File: src/rtl/alu_pkg.sv
// Shared definitions for the ALU execute stage: op codes, FSM states, op classification.
package alu_pkg;

  localparam logic [3:0] ALU_ADD  = 4'b0000;
  localparam logic [3:0] ALU_SUB  = 4'b1000;
  localparam logic [3:0] ALU_SLL  = 4'b0001;
  localparam logic [3:0] ALU_SLT  = 4'b0010;
  localparam logic [3:0] ALU_SLTU = 4'b0011;
  localparam logic [3:0] ALU_XOR  = 4'b0100;
  localparam logic [3:0] ALU_SRL  = 4'b0101;
  localparam logic [3:0] ALU_SRA  = 4'b1101;
  localparam logic [3:0] ALU_OR   = 4'b0110;
  localparam logic [3:0] ALU_AND  = 4'b0111;

  typedef enum logic [1:0] {
    IDLE  = 2'b00,
    SHIFT = 2'b01,
    DONE  = 2'b10
  } state_t;

  // Shifts are the only ops that take the multi-cycle path.
  function automatic logic is_shift(input logic [3:0] code);
    return (code == ALU_SLL) || (code == ALU_SRL) || (code == ALU_SRA);
  endfunction

endpackage

File: src/rtl/alu_core.sv
// Combinational single-cycle datapath: add/sub, compares and bitwise logic.
// Shift codes and unknown codes produce zero here; the execute unit handles shifts itself.
module alu_core
  import alu_pkg::*;
#(
  parameter int XLEN = 32
) (
  input  logic [3:0]      alu_control,
  input  logic [XLEN-1:0] src_a,
  input  logic [XLEN-1:0] src_b,
  output logic [XLEN-1:0] result
);

  // Select the single-cycle result for the current op code.
  always_comb begin
    result = '0;
    case (alu_control)
      ALU_ADD:  result = src_a + src_b;
      ALU_SUB:  result = src_a - src_b;
      ALU_SLT:  result = XLEN'($signed(src_a) < $signed(src_b));
      ALU_SLTU: result = XLEN'(src_a < src_b);
      ALU_XOR:  result = src_a ^ src_b;
      ALU_OR:   result = src_a | src_b;
      ALU_AND:  result = src_a & src_b;
      default:  result = '0;
    endcase
  end

endmodule

File: src/rtl/alu_execute_unit.sv
// ALU execute stage: single-cycle ops through alu_core, shifts iterated SHIFT_STEP bits
// per cycle, valid/ready handshake on both sides with registered outputs.
module alu_execute_unit
  import alu_pkg::*;
#(
  parameter int XLEN       = 32,
  parameter int SHIFT_STEP = 1
) (
  input  logic            clk,
  input  logic            rst_n,
  input  logic            flush,
  input  logic            in_valid,
  output logic            in_ready,
  input  logic [3:0]      ALUControl,
  input  logic [XLEN-1:0] SrcA,
  input  logic [XLEN-1:0] SrcB,
  input  logic [4:0]      RdIn,
  output logic            out_valid,
  input  logic            out_ready,
  output logic [XLEN-1:0] ALUResult,
  output logic            Zero,
  output logic [4:0]      RdOut
);

  localparam int SHAMT_W = $clog2(XLEN);
  localparam logic [SHAMT_W-1:0] STEP = SHAMT_W'(SHIFT_STEP);

  state_t              state, state_next;
  logic [XLEN-1:0]     work;
  logic [XLEN-1:0]     shifted;
  logic [XLEN-1:0]     core_result;
  logic [XLEN-1:0]     accept_result;
  logic [SHAMT_W-1:0]  remaining;
  logic [SHAMT_W-1:0]  step;
  logic [SHAMT_W-1:0]  shamt;
  logic [3:0]          shift_op;
  logic                accept;
  logic                start_shift;
  logic                last_step;

  alu_core #(.XLEN(XLEN)) u_core (
    .alu_control (ALUControl),
    .src_a       (SrcA),
    .src_b       (SrcB),
    .result      (core_result)
  );

  assign shamt         = SrcB[SHAMT_W-1:0];
  assign start_shift   = is_shift(ALUControl) && (shamt != '0);
  assign accept_result = is_shift(ALUControl) ? SrcA : core_result;
  assign last_step     = (remaining <= STEP);
  assign step          = last_step ? remaining : STEP;

  assign in_ready  = (state == IDLE) || ((state == DONE) && out_ready);
  assign out_valid = (state == DONE);

  // One iteration of the shift in flight; SRA is the fall-through so it sign-fills.
  always_comb begin
    shifted = work;
    case (shift_op)
      ALU_SLL: shifted = work << step;
      ALU_SRL: shifted = work >> step;
      default: shifted = $signed(work) >>> step;
    endcase
  end

  // Next-state logic; flush overrides everything, including a same-cycle accept.
  always_comb begin
    state_next = state;
    accept     = 1'b0;
    case (state)
      IDLE:  accept = in_valid;
      SHIFT: if (last_step) state_next = DONE;
      DONE: begin
        if (out_ready) begin
          accept = in_valid;
          if (!in_valid) state_next = IDLE;
        end
      end
      default: state_next = IDLE;
    endcase
    if (accept) state_next = start_shift ? SHIFT : DONE;
    if (flush) begin
      state_next = IDLE;
      accept     = 1'b0;
    end
  end

  // State register.
  always_ff @(posedge clk or negedge rst_n) begin
    if (!rst_n) state <= IDLE;
    else        state <= state_next;
  end

  // Shift work register, counter and output registers; a flush leaves them stale.
  always_ff @(posedge clk or negedge rst_n) begin
    if (!rst_n) begin
      work      <= '0;
      remaining <= '0;
      shift_op  <= ALU_ADD;
      ALUResult <= '0;
      Zero      <= 1'b0;
      RdOut     <= '0;
    end else if (!flush) begin
      if (accept) begin
        RdOut <= RdIn;
        if (start_shift) begin
          work      <= SrcA;
          remaining <= shamt;
          shift_op  <= ALUControl;
        end else begin
          ALUResult <= accept_result;
          Zero      <= (accept_result == '0);
        end
      end else if (state == SHIFT) begin
        work      <= shifted;
        remaining <= remaining - step;
        if (last_step) begin
          ALUResult <= shifted;
          Zero      <= (shifted == '0);
        end
      end
    end
  end

endmodule

File: config.mk
export PLATFORM = sky130hd
export DESIGN_NAME = alu_execute_unit
export DESIGN_NICKNAME = d
export VERILOG_FILES = /design/src/rtl/alu_pkg.sv /design/src/rtl/alu_core.sv /design/src/rtl/alu_execute_unit.sv
export SDC_FILE = /design/constraint.sdc
export NUM_CORES = 1
export LEC_CHECK = 0
export CELL_PAD_IN_SITES_DETAIL_PLACEMENT = 2
export CELL_PAD_IN_SITES_GLOBAL_PLACEMENT = 2
export CORE_MARGIN = 5
export CORE_UTILIZATION = 37
export DETAILED_ROUTE_END_ITERATION = 12
export DONT_BUFFER_PORTS = 1
export PLACE_DENSITY_LB_ADDON = 0.15
export REMOVE_ABC_BUFFERS = 1
export SLEW_MARGIN = 40
export SYNTH_ARGS = -nofsm -noshare
export SYNTH_HDL_FRONTEND = slang
export SYNTH_HIERARCHICAL = 1
export SYNTH_SLANG_ARGS = --single-unit
File: constraint.sdc
create_clock -name clk -period 2.8 [get_ports clk]
set_clock_uncertainty 0.1 [all_clocks]
set_input_delay 0.14 -clock clk [delete_from_list [all_inputs] [get_ports clk]]
set_output_delay 0.14 -clock clk [all_outputs]
set_load 0.01 [all_outputs]
==> run_results.csv, run 1 <==
group,metric,value,unit
yosys,synthTopCellsByCount,"186 x nand2_1, 161 x nor2_1, 118 x a21oi_1, 102 x inv_1, 100 x ha_1",
yosys,post-synth-top-count-cell,"nand2_1",
yosys,yosys-top-cells-area,"dfrtp_1 21%, ha_1 13%, nand2_1 7.1%",
yosys,ys_ff_latch,81,
placement,hpwlAfterDp,38900,um
placement,dp_cells,1883,
outcome,stop_error,"[ERROR GRT-0232] Routing congestion too high. Check the congestion heatmap in the GUI.",
sta,endpoint_type,"register data pin",
yosys,synth_area,9860,um2
yosys,async_flop_share,100,%
global_routing,antenna_found_initial,5,
yosys,yosys.area.top_type_share,20.5,%
yosys,ys_seq_area_share,20.5,%
die,die_h,173,um
sta,postGrtWorstEndpoint,"Zero$_DFFE_PN0P_/D",
yosys,synthFlopType,"dfrtp_1",
clock_tree,cts_max_level,3,
yosys,syn_inst,1388,
die,num_rows,59,
placement,gp_congestion,0.897,
placement,postPlaceCellArea,11900,um2
clock_tree,clock_path_buffers,2,
global_routing,grt_overflow,401,
clock_tree,cts_sinks,81,
die,initial_core_util,37.7,%
yosys,ys_types,79,
clock_tree,cts_buffers,9,
placement,port_buffers,0,
global_routing,grt_max_degree,82,
yosys,synth_top_cell_by_area,"dfrtp_1",
clock_tree,cts-root-buf,"clkbuf_16",
yosys,avgSynthCellArea,7.11,um2
die,die_x,173,um
yosys,synth-edff-count,0,
die,ios,118,
yosys,yosys_warnings,6,
global_routing,grtUsageTotal,78.7,%
outcome,status,"stopped before the end",
outcome,flow.stopped_at,"global routing",
==> what timing repair did <==
item | 4_1_cts
buffers inserted | 14
pin swaps | 56
endpoints found under the setup margin | 26
hold buffers | 48
resized for setup | 145
hold endpoints to repair | 128
==> cells by family after synthesis <==
| group | share of synthesized area [%] |
|---|---|
| and+or+nand+nor | 22.6 |
| AOI/OAI and AO/OA | 30.4 |
| buffers and inverters | 8.19 |
| adders and majority gates | 13.1 |
| DFF | 20.5 |
| muxes | 3.06 |
| xor gates and xnor gates | 2.13 |
==> per-stage QoR <==
stage	setup WS, ns	setup TNS [ns]
4_1_cts	-0.911	-6.82
2_1_floorplan	-6.66	-445.77
3_5_place_dp	-1.61	-23.86
3_3_place_gp	-1.28	-18.78
==> per-layer routing <==
metal,overflow,GRT usage (%)
met1,2,78.3
met4,167,83.4
met5,0,18.8
met2,226,93.6
met3,6,64.7
==> run 2, diff against run 1 <==
- CELL_PAD_IN_SITES_DETAIL_PLACEMENT: 2 -> unset
- CELL_PAD_IN_SITES_GLOBAL_PLACEMENT: 2 -> unset
- CORE_UTILIZATION: 37 -> 40
==> run 2 against run 1 <==
Against the previous run:
- the flow now finishes, with violations (negative setup slack)
- synthesized cell count unchanged
- synthesized area did not move
==> run_results.csv, run 2 <==
group,metric,value,unit
placement,gp_congestion,0.967,
sta,tightest_slew,0.809,ns
finish,reg_top3,"ALUResult x32, work x32",
hold_path,hold_path.class,"primary input to flip-flop",
finish,area_growth,39.5,%
yosys,yosys.area.top_type_share,20.5,%
clock_tree,clk-insertion-delay-late,0.34,ns
sta,maxSlewViolCount,0,
yosys,synth-edff-count,0,
detailed_routing,wl_met1,16900,um
detailed_routing,drt_iter0_markers,1019,
yosys,ys_ff_latch,81,
hold_path,hold_depth,3,
pwr,power_density,593,nW/um2
clock_tree,cts_buffers,9,
finish,stdcell_count,1954,
hold_path,hold_path_startpoint,"SrcA[26]",
die,die_h,167,um
yosys,async_flop_share,100,%
sta,setup_slack,-0.670,ns
die,die_x,167,um
worst_setup_path,cp_max_fo,3,
yosys,yosys-top-cells-area,"dfrtp_1 21%, ha_1 13%, nand2_1 7.1%",
die,dieArea,27900,um2
sta,rsz0062_at_grt,"true",
finish,final_common_cell,"buf_4",
worst_setup_path,r2r-start,"state[1]",
detailed_routing,ant_nets,0,
pwr,ir_worst_vdd,0.392,mV
outcome,status,"complete, but fails checks",
sta,finalHoldViolations,0,
worst_setup_path,critical_path_class,"primary input to flip-flop",
worst_setup_path,reg2reg_to,"shift_op[3]",
sta,setup_violations,18,
die,ios,118,
detailed_routing,drt_wl_total,41200,um
clock_tree,clock_path_buffers,2,
finish,layout-drive-gt1-share,28.9,%
global_routing,grt_overflow,0,
global_routing,grtUsageTotal,28.1,%
outcome,failed_checks,"negative setup slack",
sta,period_minus_slack,3.47,ns
yosys,synthTopCellsByCount,"186 x nand2_1, 161 x nor2_1, 118 x a21oi_1, 102 x inv_1, 100 x ha_1",
yosys,syn_inst,1388,
pwr,comb_power_share,55.2,%
global_routing,antenna_found_initial,0,
yosys,post-synth-top-count-cell,"nand2_1",
yosys,ys_types,79,
detailed_routing,viasPerCell,5.85,
global_routing,grt_pass1_vias,11300,
flow_run,maxCapViolations,0,
die,num_rows,57,
sta,relSlewSlack,45.6,%
placement,dp_cells,1869,
yosys,avgSynthCellArea,7.11,um2
clock_tree,cts_sinks,81,
finish,layout_common_cells,"250 x buf_4, 184 x nand2_1, 150 x nor2_1",
worst_setup_path,rrSetupSlack,0.13,ns
placement,hpwlAfterDp,30200,um
die,initial_core_util,40.6,%
clock_tree,cts-root-buf,"clkbuf_16",
pwr,switchingPower,3.70,mW
die,fp.coreArea,24300,um2
yosys,ys_seq_area_share,20.5,%
sta,fin_crit_sh,124,%
yosys,synth_area,9860,um2
global_routing,grt_max_degree,82,
pwr,p_int,4.46,mW
placement,port_buffers,0,
detailed_routing,avgRoutedWirePerCell,21.1,um
detailed_routing,vias,11400,
pwr,power.share.sequential,28.6,%
yosys,yosys_warnings,6,
detailed_routing,drc,0,
sta,max_clock_freq,288,MHz
detailed_routing,drtPass1Iterations,5,
pwr,p_leak,6.22,nW
worst_setup_path,cp-end-kind,"flip-flop",
worst_setup_path,worstRegToRegCells,6,
clock_tree,cts_max_level,3,
global_routing,grt_pass1_wl,63400,um
detailed_routing,top_layer,"met4",
detailed_routing,dr_wl_met2,18600,um
pwr,p_clk_share,16.2,%
yosys,synth_top_cell_by_area,"dfrtp_1",
pwr,power,8.16,mW
clock_tree,clkTransAtPathRegs,0.07,ns
worst_setup_path,critPathRequiredTime,2.96,ns
yosys,synthFlopType,"dfrtp_1",
finish,fin_nets,1804,
pwr,swShare,45.4,%
hold_path,hold_path_end,"ALUResult[26]",
worst_setup_path,critical_path_arrival,3.63,ns
detailed_routing,wl_met3,3800,um
clock_tree,cts_tree,"yes",
worst_setup_path,crit_path_start_kind,"primary input",
[run 2: layout make-up]
cell class,count,area [um2]
fill,2358,10600
sequential,81,2030
timing repair buffer,317,2630
clock buffer,11,253
tap,324,405
antenna,1,2.50
inverter,105,444
clock inverter,5,77.6
multi-input combinational,1110,7920
[run 2: worst max path at each step]
| stage | startpoint | to | slack, ns | cells after the start |
|---|---|---|---|---|
| global route | SrcA[6] | Zero | -0.81 | 18 |
| floorplan | state[1] | Zero | -6.66 | 6 |
| finish | SrcB[5] | Zero | -0.67 | 18 |
| CTS | SrcB[6] | Zero | -0.63 | 18 |
| global placement | SrcA[5] | Zero | -1.14 | 19 |
| detailed placement | SrcB[5] | Zero | -1.21 | 19 |
[run 2: metal layers]
metal  vias to the layer above  global-route usage, %
li1                       5430                      -
met1                      5397                   36.0
met2                       501                   44.9
met3                       103                   8.01
met4                         0                   11.0
met5                         -                      0
[run 2: power groups by stage]
stage / Sequential, mW / Combinational (mW) / Clock [mW]
6_report: 2.33 / 4.51 / 1.32
5_1_grt: 2.41 / 4.89 / 1.38
4_1_cts: 2.33 / 4.28 / 1.33
3_5_place_dp: 2.34 / 3.90 / 0
3_3_place_gp: 2.33 / 3.87 / 0
2_1_floorplan: 2.17 / 2.53 / 0
[run 2: worst max-delay path: stages]
cell,delay (ns)
inv_2,0.06
ha_4,0.20
or4_4,0.53
o21ba_4,0.24
a31o_4,0.13
o41ai_4,0.08
o41a_1,0.34
nor4_2,0.16
o21ai_1,0.11
o21ai_1,0.12
xor2_1,0.17
o21ai_1,0.12
or4_4,0.52
nor3_2,0.16
nand4_1,0.12
a22oi_2,0.19
a32oi_1,0.12
o21ai_1,0.11
[run 2: cell families (layout without fill, tap and decap cells)]
family | count (synthesis) | after routing | synth area share [%]
xor gates and xnor gates | 24 | 24 | 2.13
muxes | 27 | 27 | 3.06
adders and majority gates | 102 | 102 | 13.1
AOI/OAI and AO/OA | 461 | 461 | 30.4
other | 0 | 1 | 0
DFF | 81 | 81 | 20.5
buffers and inverters | 197 | 438 | 8.19
and+or+nand+nor | 496 | 496 | 22.6
[run 2: stage by stage]
stage	TNS (ns)	utilization, %	area, um2	worst slack, ns	hold WS (ns)
after floorplan	-445.77	-	9450	-6.66	-0.256
after global placement	-16.09	48.5	11800	-1.14	-0.254
after detailed placement	-17.25	48.5	11800	-1.21	-0.254
after CTS	-5.00	55.0	13400	-0.627	0.0126
after global routing	-7.25	56.6	13800	-0.811	0.0310
final	-4.66	56.6	13800	-0.670	0.0239
[run 2: repair_timing]
item	CTS	global route
gates resized for setup	145	77
setup endpoints to repair	22	25
gates cloned	0	0
pin swaps	61	75
buffers inserted	23	18
hold buffers	48	0
hold endpoints to repair	129	0
No activity file was read; power rests on OpenSTA's default activity.
